==> src/rtl/store_commit_unit.sv <==
// Store commit unit: writes the ROB-head store to data memory over a req/ack
// handshake, then pulses store_read_out so the ROB retires it. Optional sub-word
// byte/half stores with alignment checking are enabled by defining STORE_SUBWORD_EN.
module store_commit_unit #(
    parameter int ADDR_WIDTH = 32,
    parameter int TIMEOUT    = 64,
    parameter int CNT_WIDTH  = 16
) (
    input  logic                  clk_in,
    input  logic                  rst_in,
    input  logic                  store_valid_in,
    input  logic [ADDR_WIDTH-1:0] store_addr_in,
    input  logic [31:0]           store_data_in,
    input  logic [1:0]            store_size_in,
    output logic                  store_read_out,
    output logic                  mem_req_out,
    output logic [ADDR_WIDTH-1:0] mem_addr_out,
    output logic [31:0]           mem_wdata_out,
    output logic [3:0]            mem_wstrb_out,
    input  logic                  mem_ack_in,
    output logic                  busy_out,
    output logic                  fault_out,
    output logic [CNT_WIDTH-1:0]  store_count_out
);

    localparam int WAIT_W = (TIMEOUT < 2) ? 1 : $clog2(TIMEOUT + 1);
    localparam logic [WAIT_W-1:0] WAIT_LAST = WAIT_W'(TIMEOUT - 1);

    typedef enum logic [1:0] {
        IDLE  = 2'd0,
        REQ   = 2'd1,
        DONE  = 2'd2,
        FAULT = 2'd3
    } state_t;

    state_t                state_q, state_d;
    logic [ADDR_WIDTH-1:0] addr_q, addr_d;
    logic [31:0]           wdata_q, wdata_d;
    logic [3:0]            wstrb_q, wstrb_d;
    logic [WAIT_W-1:0]     wait_q, wait_d;
    logic [CNT_WIDTH-1:0]  count_q, count_d;

    logic [31:0]           lane_wdata;
    logic [3:0]            lane_wstrb;
    logic                  misaligned;

    // Lane steering is computed from the live inputs and captured only on IDLE->REQ.
    always_comb begin
        lane_wdata = store_data_in;
        lane_wstrb = 4'b1111;
        misaligned = 1'b0;
`ifdef STORE_SUBWORD_EN
        case (store_size_in)
            2'd0: begin
                lane_wstrb = 4'b0001 << store_addr_in[1:0];
                lane_wdata = {4{store_data_in[7:0]}};
            end
            2'd1: begin
                lane_wstrb = 4'b0011 << {store_addr_in[1], 1'b0};
                lane_wdata = {2{store_data_in[15:0]}};
                misaligned = store_addr_in[0];
            end
            default: begin
                misaligned = |store_addr_in[1:0];
            end
        endcase
`endif
    end

`ifndef STORE_SUBWORD_EN
    // Size and low address bits carry no meaning for full-word-only stores.
    logic unused_subword;
    assign unused_subword = ^{store_size_in, store_addr_in[1:0]};
`endif

    always_comb begin
        state_d        = state_q;
        addr_d         = addr_q;
        wdata_d        = wdata_q;
        wstrb_d        = wstrb_q;
        wait_d         = wait_q;
        count_d        = count_q;
        store_read_out = 1'b0;
        mem_req_out    = 1'b0;
        busy_out       = 1'b1;
        fault_out      = 1'b0;

        case (state_q)
            IDLE: begin
                busy_out = 1'b0;
                wait_d   = '0;
                if (store_valid_in) begin
                    addr_d  = {store_addr_in[ADDR_WIDTH-1:2], 2'b00};
                    wdata_d = lane_wdata;
                    wstrb_d = lane_wstrb;
                    state_d = misaligned ? FAULT : REQ;
                end
            end
            REQ: begin
                mem_req_out = 1'b1;
                if (mem_ack_in) begin
                    state_d = DONE;
                end else if (wait_q == WAIT_LAST) begin
                    state_d = FAULT;
                end else begin
                    wait_d = wait_q + 1'b1;
                end
            end
            DONE: begin
                store_read_out = 1'b1;
                count_d        = count_q + 1'b1;
                state_d        = IDLE;
            end
            FAULT: begin
                fault_out = 1'b1;
            end
            default: begin
                state_d = IDLE;
            end
        endcase
    end

    // Memory address/data are forced to zero whenever no request is outstanding.
    assign mem_addr_out    = mem_req_out ? addr_q  : '0;
    assign mem_wdata_out   = mem_req_out ? wdata_q : '0;
    assign mem_wstrb_out   = mem_req_out ? wstrb_q : '0;
    assign store_count_out = count_q;

    always_ff @(posedge clk_in) begin
        if (rst_in) begin
            state_q <= IDLE;
            addr_q  <= '0;
            wdata_q <= '0;
            wstrb_q <= '0;
            wait_q  <= '0;
            count_q <= '0;
        end else begin
            state_q <= state_d;
            addr_q  <= addr_d;
            wdata_q <= wdata_d;
            wstrb_q <= wstrb_d;
            wait_q  <= wait_d;
            count_q <= count_d;
        end
    end

endmodule

==> config.mk <==
export PLATFORM = sky130hd
export DESIGN_NAME = store_commit_unit
export DESIGN_NICKNAME = d
export VERILOG_FILES = /design/src/rtl/store_commit_unit.sv
export SDC_FILE = /design/constraint.sdc
export NUM_CORES = 1
export LEC_CHECK = 0
export ABC_AREA = 1
export CAP_MARGIN = 20
export CORE_UTILIZATION = 44
export DETAILED_ROUTE_END_ITERATION = 6
export PLACE_DENSITY = 0.94
export SLEW_MARGIN = 20
export SYNTH_ARGS = -nofsm -noshare
export SYNTH_HDL_FRONTEND = slang
export SYNTH_SLANG_ARGS = --single-unit
==> constraint.sdc <==
create_clock -name clk_in -period 2.2 [get_ports clk_in]
set_input_delay 0.44 -clock clk_in [delete_from_list [all_inputs] [get_ports clk_in]]
set_output_delay 0.44 -clock clk_in [all_outputs]
set_load 0.02 [all_outputs]
**Word-level counts from Yosys, hierarchy flattened**

Index checks and enable logic that the tools add are counted.

- Output and inout bits: 88
- Bits in registers: 88
- Input bits: 70
- Logic and storage cells: 36

- Add/subtract/negate cells: 2
- Reductions and logical operators: 6
- Eq/ne operators: 8
- Muxes and demuxes: 14

Operator list:

| cell | number |
|---|---|
| $mux W32 | 2 |
| $add A16 B1 Y16 const B | 1 |
| $mux W7 | 2 |
| $pmux W7 S2 | 1 |
| $add A7 B1 Y7 const B | 1 |
| $eq A7 B6 Y1 const B | 1 |
| $mux W2 | 3 |
| $ne A2 B2 Y1 const B | 3 |
| $pmux W2 S3 | 1 |
| $reduce_and A3 Y1 | 2 |
| $eq A2 B2 Y1 const B | 2 |
| $mux W1 | 4 |
| $mux W4 | 1 |
| $ne A3 B3 Y1 const B | 1 |
| $reduce_bool A3 Y1 | 1 |
| $eq A2 B1 Y1 const B | 1 |
| $logic_not A2 Y1 | 1 |
| $reduce_and A2 Y1 | 1 |
| $reduce_bool A2 Y1 | 1 |

**Depth between registers and ports, before layout**

Gate-level depths: netlist of the first run.

- Word-level depth: 4
- Depth in mapped cells: 9
- Depth with buffers taken out: 9

**Worst setup path after synthesis of the first run**

No wires, ideal clock.

- Path type: reg-to-output
- Start: register state_q[0]
- End: output mem_wstrb_out[1]
- Arrival: 1310 ps
- Stages on the path, launching flop included: 5
- Path slack: 450 ps
- Path through: dfxtp_1 -> nand2_1 -> buf_2 -> nor2_1 -> buf_4

- Cells in the longest elaborated chain, start to end: 3

Ends and longest elaborated chain:

| item | line | source |
|---|---|---|
| start: declaration | 36 | `state_t state_q, state_d;` |
| start signal: assignment | 138 | `state_q <= state_d;` |
| $eq A2 B1 Y1 | 88 | `case (state_q)` |
| $mux W1 | 88 |  |
| $mux W4 | 126 | `assign mem_wstrb_out = mem_req_out ? wstrb_q : '0;` |
| end: declaration | 19 | `output logic [3:0] mem_wstrb_out,` |

Every way passes these cells.

**Worst setup path in the final report of the first run**

- Start: register state_q[0]
- End: output store_read_out

- Cells in the longest elaborated chain, start to end: 2

Ends and longest elaborated chain:

| item | line | source |
|---|---|---|
| $eq A2 B2 Y1 | 88 |  |
| $mux W1 | 88 |  |
| end: declaration | 15 | `output logic store_read_out,` |

Every way passes these cells.

==> flow_summary.yaml, run 1 <==
run_status:
  status: "finished, final reports clean"
setup_path:
  path_delay_family: "buffers and inverters"
  critical_path.cell_chain: "buf_4 > nor2_4 > clkdlybuf4s50_1"
  critPathKind: "reg -> out"
  cp_slowest_stage_delay_ns: 0.64
  cp-end-kind: "output pin"
  cp_data_arrival_time_ns: 1.65
  crit_buf_inv: 2
  crit_path_max_fanout: 7
  critPathSlowestCell: "clkdlybuf4s50_1"
  required_ns: 1.76
  startpoint_type: "flip-flop"
floorplan:
  dieHeight_um: 94.7
  io_pins: 158
  die_w_um: 94.7
  die_area_um2: 8970
  row_count: 33
  core_um2: 8260
  initial_core_util: 0.458
global_route:
  grt_pass1_vias: 3520
  antenna_found_initial: 0
  grt_first_pass_wirelength_um: 15600
  grt.total_usage: 0.220
  grt_max_degree: 65
  overflow: 0
final_layout:
  fillCellCount: 709
  multi_input_comb_area_um2: 1510
  diodes: 0
  synthToLayoutAreaGrowth_pct: 43.1
  drive_gt1_frac: 0.0535
  nets: 740
  seqCellArea_um2: 1760
  final_cells: 778
place:
  dp_hpwl_um: 7260
  placed_cells: 762
  place_congestion: 0.821
  io_buffers: 151
power_and_ir_drop:
  powerDensity_nw_per_um2: 614
  vdd_drop_max_uv: 323
  leakage_nw: 2.39
  power_mw: 3.32
worst_hold_path:
  hp-class: "reg -> reg"
timing:
  report.final.slew_viol_count: 0
  fin_crit_sh: 0.950
  rsz0062_at_grt: "false"
  hold_viol: 0
  fin_crit_ns: 2.09
  hold-worst-slack_ns: 0.456
  fin_skew_ns: 0.00866
  fmax_ghz: 0.479
  tns_ns: 0
  setup_viol: 0
cts:
  clk_path_buf_depth: 2
  cts_made_buffers: 9
  post_cts_resized: 67
  cts_tree: "yes"
  cts_sinks: 88
  clockRootBuffer: "clkbuf_8"
  clock_latency_ns: 0.35
  clkTransAtPathRegs_ns: 0.09
  postCtsHoldBufs: 0
  htree_levels: 3
  postCtsSetupBuffers: 0
synth:
  avgSynthCellArea_um2: 7.14
  syn_area_um2: 3780
  yosysSeqAreaShare: 0.466
  ys_warn_count: 0
  synth_seq_cells: 88
  synthCells: 530
  synth_cell_types: 28
detailed_routing:
  routed_wl_um: 9950
  remaining_drc_errors: 0
  wl_per_cell_um: 12.8
  final_antenna_net_count: 0
  viasPerCell: 4.92
  drt_first_pass_iters: 4
  vias: 3827
  drt_iter0_drc: 183
run:
  maxCapViolCount: 0
==> logic make-up (layout without fill, tap and decap cells) <==
| group | after synthesis | count (layout) | share of synthesized area |
|---|---|---|---|
| AOI/OAI and AO/OA | 152 | 152 | 0.203 |
| buffers and inverters | 121 | 263 | 0.140 |
| DFF | 88 | 88 | 0.466 |
| and+or+nand+nor | 166 | 166 | 0.185 |
| adders and majority gates | 2 | 2 | 0.00661 |
| other | 1 | 2 | 0.000991 |
==> registers in the layout (all words and copies together), names as in the netlist <==
name,cells
wdata_q,32
store_count_out,16
state_q,2
wstrb_q,1
wait_q,7
addr_q,30
==> worst reg2reg max path: cells and delay by family (launching register included) <==
| kind | cells | cell delay, ns |
|---|---|---|
| flip-flops | 1 | 0.32 |
| buffers and inverters | 2 | 0.46 |
| AND/OR/NAND/NOR | 2 | 0.40 |
| AO/OA/AOI/OAI | 2 | 0.33 |
==> per-stage QoR <==
step	setup slack [ns]	instance area [um2]	util
2_1_floorplan	0.450	3790	-
3_3_place_gp	0.242	5320	0.644
3_5_place_dp	0.226	5320	0.644
4_1_cts	0.0110	5410	0.655
5_1_grt	0.0289	5420	0.656
6_report	0.111	5420	0.656
==> cell usage in the layout (no fill, tap or decap), drive strengths merged, types with 2 or more instances in the layout <==
| cell | count |
|---|---|
| nor2 | 95 |
| dfxtp | 88 |
| inv | 88 |
| clkdlybuf4s50 | 84 |
| a21oi | 79 |
| o21ai | 70 |
| dlygate4sd2 | 66 |
| nand2 | 46 |
| clkbuf | 12 |
| nand3 | 11 |
| buf | 9 |
| nand4 | 5 |
| nor3 | 5 |
| ha | 2 |
| conb | 2 |
| clkinvlp | 2 |
==> routing by layer <==
metal  up-vias  wire length (um)  global-route usage
li1       1936                 -                   -
met3        17               633              0.0443
met1      1752              4160               0.250
met4         0               159              0.0770
met5         -                 0                   0
met2       122              5000               0.405
==> worst paths after layout <==
path,start,end,slack [ns],cells after the start
setup reg to reg,state_q[0]$_SDFFE_PP0P_,addr_q[16]$_SDFFE_PP0P_,0.58,6
setup / recovery,state_q[0]$_SDFFE_PP0P_,store_read_out,0.11,3
hold reg to reg,addr_q[25]$_SDFFE_PP0P_,addr_q[25]$_SDFFE_PP0P_,0.46,2
hold / removal,addr_q[25]$_SDFFE_PP0P_,addr_q[25]$_SDFFE_PP0P_,0.46,2
==> layout make-up <==
cell class	instances	share of cell area
tap	105	0.0243
sequential	88	0.326
clock buffer	12	0.0268
clock inverter	4	0.00531
inverter	87	0.0603
multi-input combinational	322	0.278
timing repair buffer	160	0.280
==> cells in the mapped netlist <==
master / instances / area [um2]
nand3b_1: 1 / 7.51
conb_1: 1 / 3.75
a31oi_1: 1 / 6.26
nand2_1: 44 / 165
dfxtp_1: 88 / 1760
nor3_2: 1 / 10.0
nor3_1: 4 / 20.0
nor2_2: 2 / 12.5
nand4_1: 5 / 31.3
a21oi_1: 79 / 395
o21ai_0: 69 / 345
buf_2: 17 / 85.1
buf_6: 4 / 45.0
buf_4: 6 / 45.0
nand3_1: 11 / 55.1
inv_1: 85 / 319
nor2_1: 91 / 342
or2_2: 1 / 6.26
and3_1: 1 / 6.26
clkbuf_1: 7 / 26.3
o21a_1: 1 / 7.51
ha_1: 2 / 25.0
inv_2: 2 / 7.51
nor2_4: 2 / 22.5
o21ai_1: 1 / 5.00
nand2_2: 2 / 12.5
nor3b_1: 1 / 7.51
o21bai_1: 1 / 7.51
==> report_power, final <==
| part | switching (mW) | internal [mW] |
|---|---|---|
| Clock | 0.565 | 0.445 |
| Combinational | 0.332 | 0.250 |
| Sequential | 0.0315 | 1.70 |
| Total | 0.929 | 2.40 |
(Power assumes the default switching activity.)
==> run 2, diff against run 1 <==
CORE_UTILIZATION = 43   (was 44)
PLACE_DENSITY = 0.93   (was 0.94)
clock period = 2.1 ns   (was 2.2 ns; I/O delays follow)
==> flow_summary.yaml, run 2 (synthesis gave the netlist of run 1 again) <==
run_status:
  status: "finished, final reports clean"
setup_path:
  critical_path.cell_chain: "buf_4 > nor2_2 > inv_1 > clkdlybuf4s50_1"
  crit_end: "busy_out"
  critPathKind: "reg -> out"
  crit_path_max_fanout: 6
  cp-end-kind: "output pin"
  r2r_setup_slack_ns: 0.57
  required_ns: 1.68
  timing.rr.end: "wait_q[5]$_SDFFE_PP0P_"
  critPathLaunch: "state_q[0]$_SDFFE_PP0P_"
  critPathSlowestCell: "clkdlybuf4s50_1"
  cp_data_arrival_time_ns: 1.61
  startpoint_type: "flip-flop"
  r2r_cells: 8
  cp_slowest_stage_delay_ns: 0.59
  reg2reg_from: "wait_q[0]$_SDFFE_PP0P_"
place:
  dp_hpwl_um: 7180
  io_buffers: 151
  pre_cts_slack_ns: 0.117
  place_congestion: 0.870
  placed_area_um2: 5340
cts:
  htree_levels: 3
  cts_tree: "yes"
  clk_path_buf_depth: 2
  cts_sinks: 88
  cts_made_buffers: 9
  clkTransAtPathRegs_ns: 0.08
  clock_latency_ns: 0.34
  postCtsHoldBufs: 0
  clockRootBuffer: "clkbuf_8"
final_layout:
  largest_reg_flops: 32
  max_flop_register: "wdata_q"
  layout_commonest_cell: "nor2_1"
  synthToLayoutAreaGrowth_pct: 46.6
  layout_common_cells: "90 x nor2_1, 87 x dfxtp_1, 84 x inv_1, 83 x clkdlybuf4s50_1, 79 x a21oi_1"
  drive_gt1_frac: 0.0641
  fin_area_um2: 5550
  diodes: 0
  multi_input_comb_area_um2: 1510
  seqCellArea_um2: 1760
  fillCellCount: 715
  nets: 741
floorplan:
  die_w_um: 95.8
  dieHeight_um: 95.8
  initial_core_util: 0.451
  core_um2: 8380
  row_count: 33
  io_pins: 158
  die_area_um2: 9180
global_route:
  grt_pass1_vias: 3630
  grt_first_pass_wirelength_um: 15800
  overflow: 0
  grt.total_usage: 0.220
  grt_max_degree: 75
  antenna_found_initial: 0
power_and_ir_drop:
  powerDensity_nw_per_um2: 704
  power.share.clock: 0.372
  seq_power_share: 0.465
  power_mw: 3.91
  intPower_mw: 2.96
  pwr-share-comb: 0.163
  vdd_drop_max_uv: 357
  p_switching_mw: 0.951
  leakage_nw: 2.44
  netSwitchingFraction: 0.243
timing:
  setup_viol: 0
  fin_crit_ns: 2.03
  fin_skew_ns: 0.00492
  fin_crit_sh: 0.968
  hold_viol: 0
  setup_slack_ns: 0.0664
  fmax_ghz: 0.492
  hold-worst-slack_ns: 0.454
  report.final.slew_viol_count: 0
run:
  maxCapViolCount: 0
detailed_routing:
  wl_per_cell_um: 13.2
  routed_wl_um: 10200
  viasPerCell: 4.92
  final_antenna_net_count: 0
  drt_first_pass_iters: 4
  drt_iter0_drc: 112
  vias: 3816
  remaining_drc_errors: 0
worst_hold_path:
  hp-class: "reg -> reg"
[run 2: changes by cell type in the layout (fill, tap and decap cells not counted), sizes merged]
cell / change
dlymetal6s2s: +2
clkdlybuf4s15: +11
inv: -2
clkbuf: +4
bufinv: +4
bufbuf: +1
dlygate4sd2: -19
clkinvlp: -2
clkdlybuf4s50: -1
[run 2: what timing repair did]
action	CTS	global route
setup buffers	0	0
gates resized for setup	68	30
gates cloned	1	0
setup endpoints to repair	66	26
[run 2: per-stage QoR]
step,setup TNS (ns),cells,utilization
floorplan,0,531,-
global placement,0,762,0.637
detailed placement,0,762,0.637
CTS,-0.0361,776,0.662
global route,-0.0237,776,0.662
finish,0,776,0.662
[run 2: final cells by class]
class,count,share of cell area
Sequential cell,88,0.318
Timing Repair Buffer,161,0.283
Multi-Input combinational cell,322,0.273
Inverter,87,0.0589
Tap cell,105,0.0237
Clock buffer,9,0.0223
Clock inverter,4,0.0217
[run 2: how the worst min path moves through the flow]
stage	slack, ns	cells after the start	start	endpoint
2_1_floorplan	0.42	2	wait_q[6]$_SDFFE_PP0P_	wait_q[6]$_SDFFE_PP0P_
5_1_grt	0.48	2	wdata_q[31]$_SDFFE_PP0P_	wdata_q[31]$_SDFFE_PP0P_
6_report	0.45	2	addr_q[9]$_SDFFE_PP0P_	addr_q[9]$_SDFFE_PP0P_
3_3_place_gp	0.43	2	wait_q[6]$_SDFFE_PP0P_	wait_q[6]$_SDFFE_PP0P_
4_1_cts	0.46	2	wait_q[6]$_SDFFE_PP0P_	wait_q[6]$_SDFFE_PP0P_
3_5_place_dp	0.44	2	wait_q[6]$_SDFFE_PP0P_	wait_q[6]$_SDFFE_PP0P_
[run 2: power by group through the flow]
stage,clock network (mW),logic [mW],registers (mW)
floorplan,0,0.367,1.85
global route,1.56,0.704,1.83
detailed placement,0,0.651,1.85
global placement,0,0.627,1.85
CTS,1.48,0.639,1.82
finish,1.45,0.638,1.82
[run 2: metal layers]
layer	part of all wire	track usage
met5	0	0
met4	0.013	0.0883
met3	0.068	0.0474
met2	0.51	0.404
met1	0.41	0.246
[run 2: critical path, delay by kind of cell, from the launching register on]
family / cells / cell delay [ns]
buffers and inverters: 3 / 0.82
AND/OR/NAND/NOR: 1 / 0.06
flip-flops: 1 / 0.38
==> run 3, diff against run 2 <==
ABC_AREA = 0   (was 1)
PLACE_DENSITY = 0.92   (was 0.93)
==> flow_summary.yaml, run 3 <==
floorplan:
  initial_core_util: 0.443
  die_w_um: 96.6
  dieHeight_um: 96.6
  row_count: 34
  io_pins: 158
  core_um2: 8680
  die_area_um2: 9330
synth:
  avgSynthCellArea_um2: 7.85
  synth_edf_count: 0
  netlist.area_leader.share: 0.458
  synthCells: 490
  synth_seq_cells: 88
  async_flop_share: 0
  synth.most_common_cell: "nand2_1"
  ys.flop_type: "dfxtp_1"
  ys_warn_count: 0
  syn_area_um2: 3850
  yosysTopAreaCell: "dfxtp_1"
  yosysSeqAreaShare: 0.458
  synthTopCellsByArea: "dfxtp_1 46%, nand2_1 13%, and2_1 11%"
  synth_commonest_cells: "135 x nand2_1, 88 x dfxtp_1, 69 x a21oi_1, 67 x and2_1, 20 x clkbuf_1"
  synth_cell_types: 40
timing:
  fin_skew_ns: 0.00788
  setup_viol: 0
  fin_crit_sh: 0.966
  fmax_ghz: 0.493
  report.final.slew_viol_count: 0
  hold_viol: 0
  fin_crit_ns: 2.03
  tns_ns: 0
  rsz0062_at_grt: "false"
cts:
  postCtsHoldBufs: 0
  clk_path_buf_depth: 2
  clkTransAtPathRegs_ns: 0.08
  clock_latency_ns: 0.34
  cts_sinks: 88
  cts_made_buffers: 9
  htree_levels: 3
  clockRootBuffer: "clkbuf_8"
  cts_tree: "yes"
final_layout:
  layout_commonest_cell: "nand2_1"
  nets: 705
  largest_reg_flops: 32
  fin_area_um2: 5540
  fillCellCount: 760
  max_flop_register: "wdata_q"
  layout_common_cells: "134 x nand2_1, 86 x dfxtp_1, 80 x clkdlybuf4s50_1, 69 x a21oi_1, 66 x and2_1"
  synthToLayoutAreaGrowth_pct: 43.8
  diodes: 0
  drive_gt1_frac: 0.136
detailed_routing:
  viasPerCell: 5.03
  drt_first_pass_iters: 4
  final_antenna_net_count: 0
  wl_per_cell_um: 13.5
  drt_iter0_drc: 113
  routed_wl_um: 10100
  remaining_drc_errors: 0
  vias: 3754
run:
  maxCapViolCount: 0
setup_path:
  r2r_cells: 5
  timing.rr.end: "store_count_out[15]$_SDFFE_PP0P_"
  cp_data_arrival_time_ns: 1.61
  cp-end-kind: "output pin"
  r2r_setup_slack_ns: 0.22
  required_ns: 1.68
  critPathKind: "reg -> out"
  startpoint_type: "flip-flop"
  reg2reg_from: "state_q[0]$_SDFFE_PP0P_"
  crit_path_max_fanout: 20
global_route:
  grt.total_usage: 0.219
  grt_pass1_vias: 3656
  antenna_found_initial: 0
  grt_first_pass_wirelength_um: 17100
  overflow: 0
  grt_max_degree: 45
place:
  io_buffers: 151
  dp_hpwl_um: 7170
  placed_area_um2: 5450
  place_congestion: 0.856
worst_hold_path:
  hp-class: "reg -> reg"
  min_to: "wait_q[6]$_SDFFE_PP0P_"
  min_path_cells: 2
  hp-start: "wait_q[6]$_SDFFE_PP0P_"
power_and_ir_drop:
  leakage_nw: 2.44
  vdd_drop_max_uv: 392
  powerDensity_nw_per_um2: 677
run_status:
  status: "finished, final reports clean"
==> run 3: cell families after synthesis <==
kind of cell,share of synthesized area
adder cells (fa/ha/maj),0.00650
AO/OA/AOI/OAI,0.113
flip-flops,0.458
other,0.000974
XOR/XNOR,0.0228
multiplexers,0.0140
buffers and inverters,0.0562
AND/OR/NAND/NOR,0.328
==> run 3: worst max path at each step <==
| stage | endpoint | slack (ns) | start |
|---|---|---|---|
| 3_5_place_dp | mem_addr_out[26] | 0.07 | state_q[1]$_SDFFE_PP0P_ |
| 4_1_cts | mem_wdata_out[20] | 0.01 | state_q[1]$_SDFFE_PP0P_ |
| 2_1_floorplan | mem_wstrb_out[1] | 0.32 | state_q[0]$_SDFFE_PP0P_ |
| 3_3_place_gp | mem_addr_out[26] | 0.11 | state_q[1]$_SDFFE_PP0P_ |
| 6_report | mem_addr_out[2] | 0.07 | state_q[1]$_SDFFE_PP0P_ |
| 5_1_grt | mem_addr_out[2] | 0.005 | state_q[1]$_SDFFE_PP0P_ |
==> run 3: area by class of cell <==
| cell class | instances | area (um2) | area share |
|---|---|---|---|
| sequential | 88 | 1760 | 0.319 |
| clock inverter | 5 | 104 | 0.0188 |
| tap | 108 | 135 | 0.0244 |
| timing repair buffer | 169 | 1480 | 0.268 |
| multi-input combinational | 359 | 1890 | 0.341 |
| clock buffer | 11 | 141 | 0.0255 |
| inverter | 6 | 22.5 | 0.00407 |
==> run 3: power breakdown <==
group / total, mW / switching (mW) / leakage [nW] / internal (mW)
logic: 0.554 / 0.287 / 1.59 / 0.267
registers: 1.79 / 0.0391 / 0.720 / 1.75
clock network: 1.40 / 0.577 / 0.124 / 0.824
==> run 3: metal layers <==
| layer | vias to the layer above | share of wire | track usage | routed length [um] |
|---|---|---|---|---|
| met5 | - | 0 | 0 | 0 |
| met4 | 0 | 0.012 | 0.0735 | 122 |
| met3 | 14 | 0.064 | 0.0578 | 644 |
| met2 | 128 | 0.52 | 0.392 | 5220 |
| met1 | 1747 | 0.41 | 0.252 | 4090 |
| li1 | 1865 | - | - | - |
==> run 3: per-stage QoR <==
step,hold slack (ns),instances,setup slack (ns),power [mW],utilization
after floorplan,0.408,491,0.322,2.11,-
after global placement,0.422,727,0.112,2.37,0.628
after detailed placement,0.438,727,0.0739,2.39,0.628
after CTS,0.454,746,0.00971,3.79,0.646
after global routing,0.466,746,0.00452,3.91,0.638
final,0.450,746,0.0722,3.75,0.638
==> run 3: repair_timing <==
item / 4_1_cts / 5_1_grt
gates resized for setup: 131 / 43
setup endpoints to repair: 68 / 27
gates cloned: 1 / 0
setup buffers: 2 / 0
==> run 3: worst max-delay path, stage by stage (launching register included) <==
cell,delay (ns)
dfxtp_2,0.34
nand2b_4,0.13
inv_2,0.05
buf_4,0.13
bufbuf_16,0.28
and2_1,0.18
buf_4,0.16
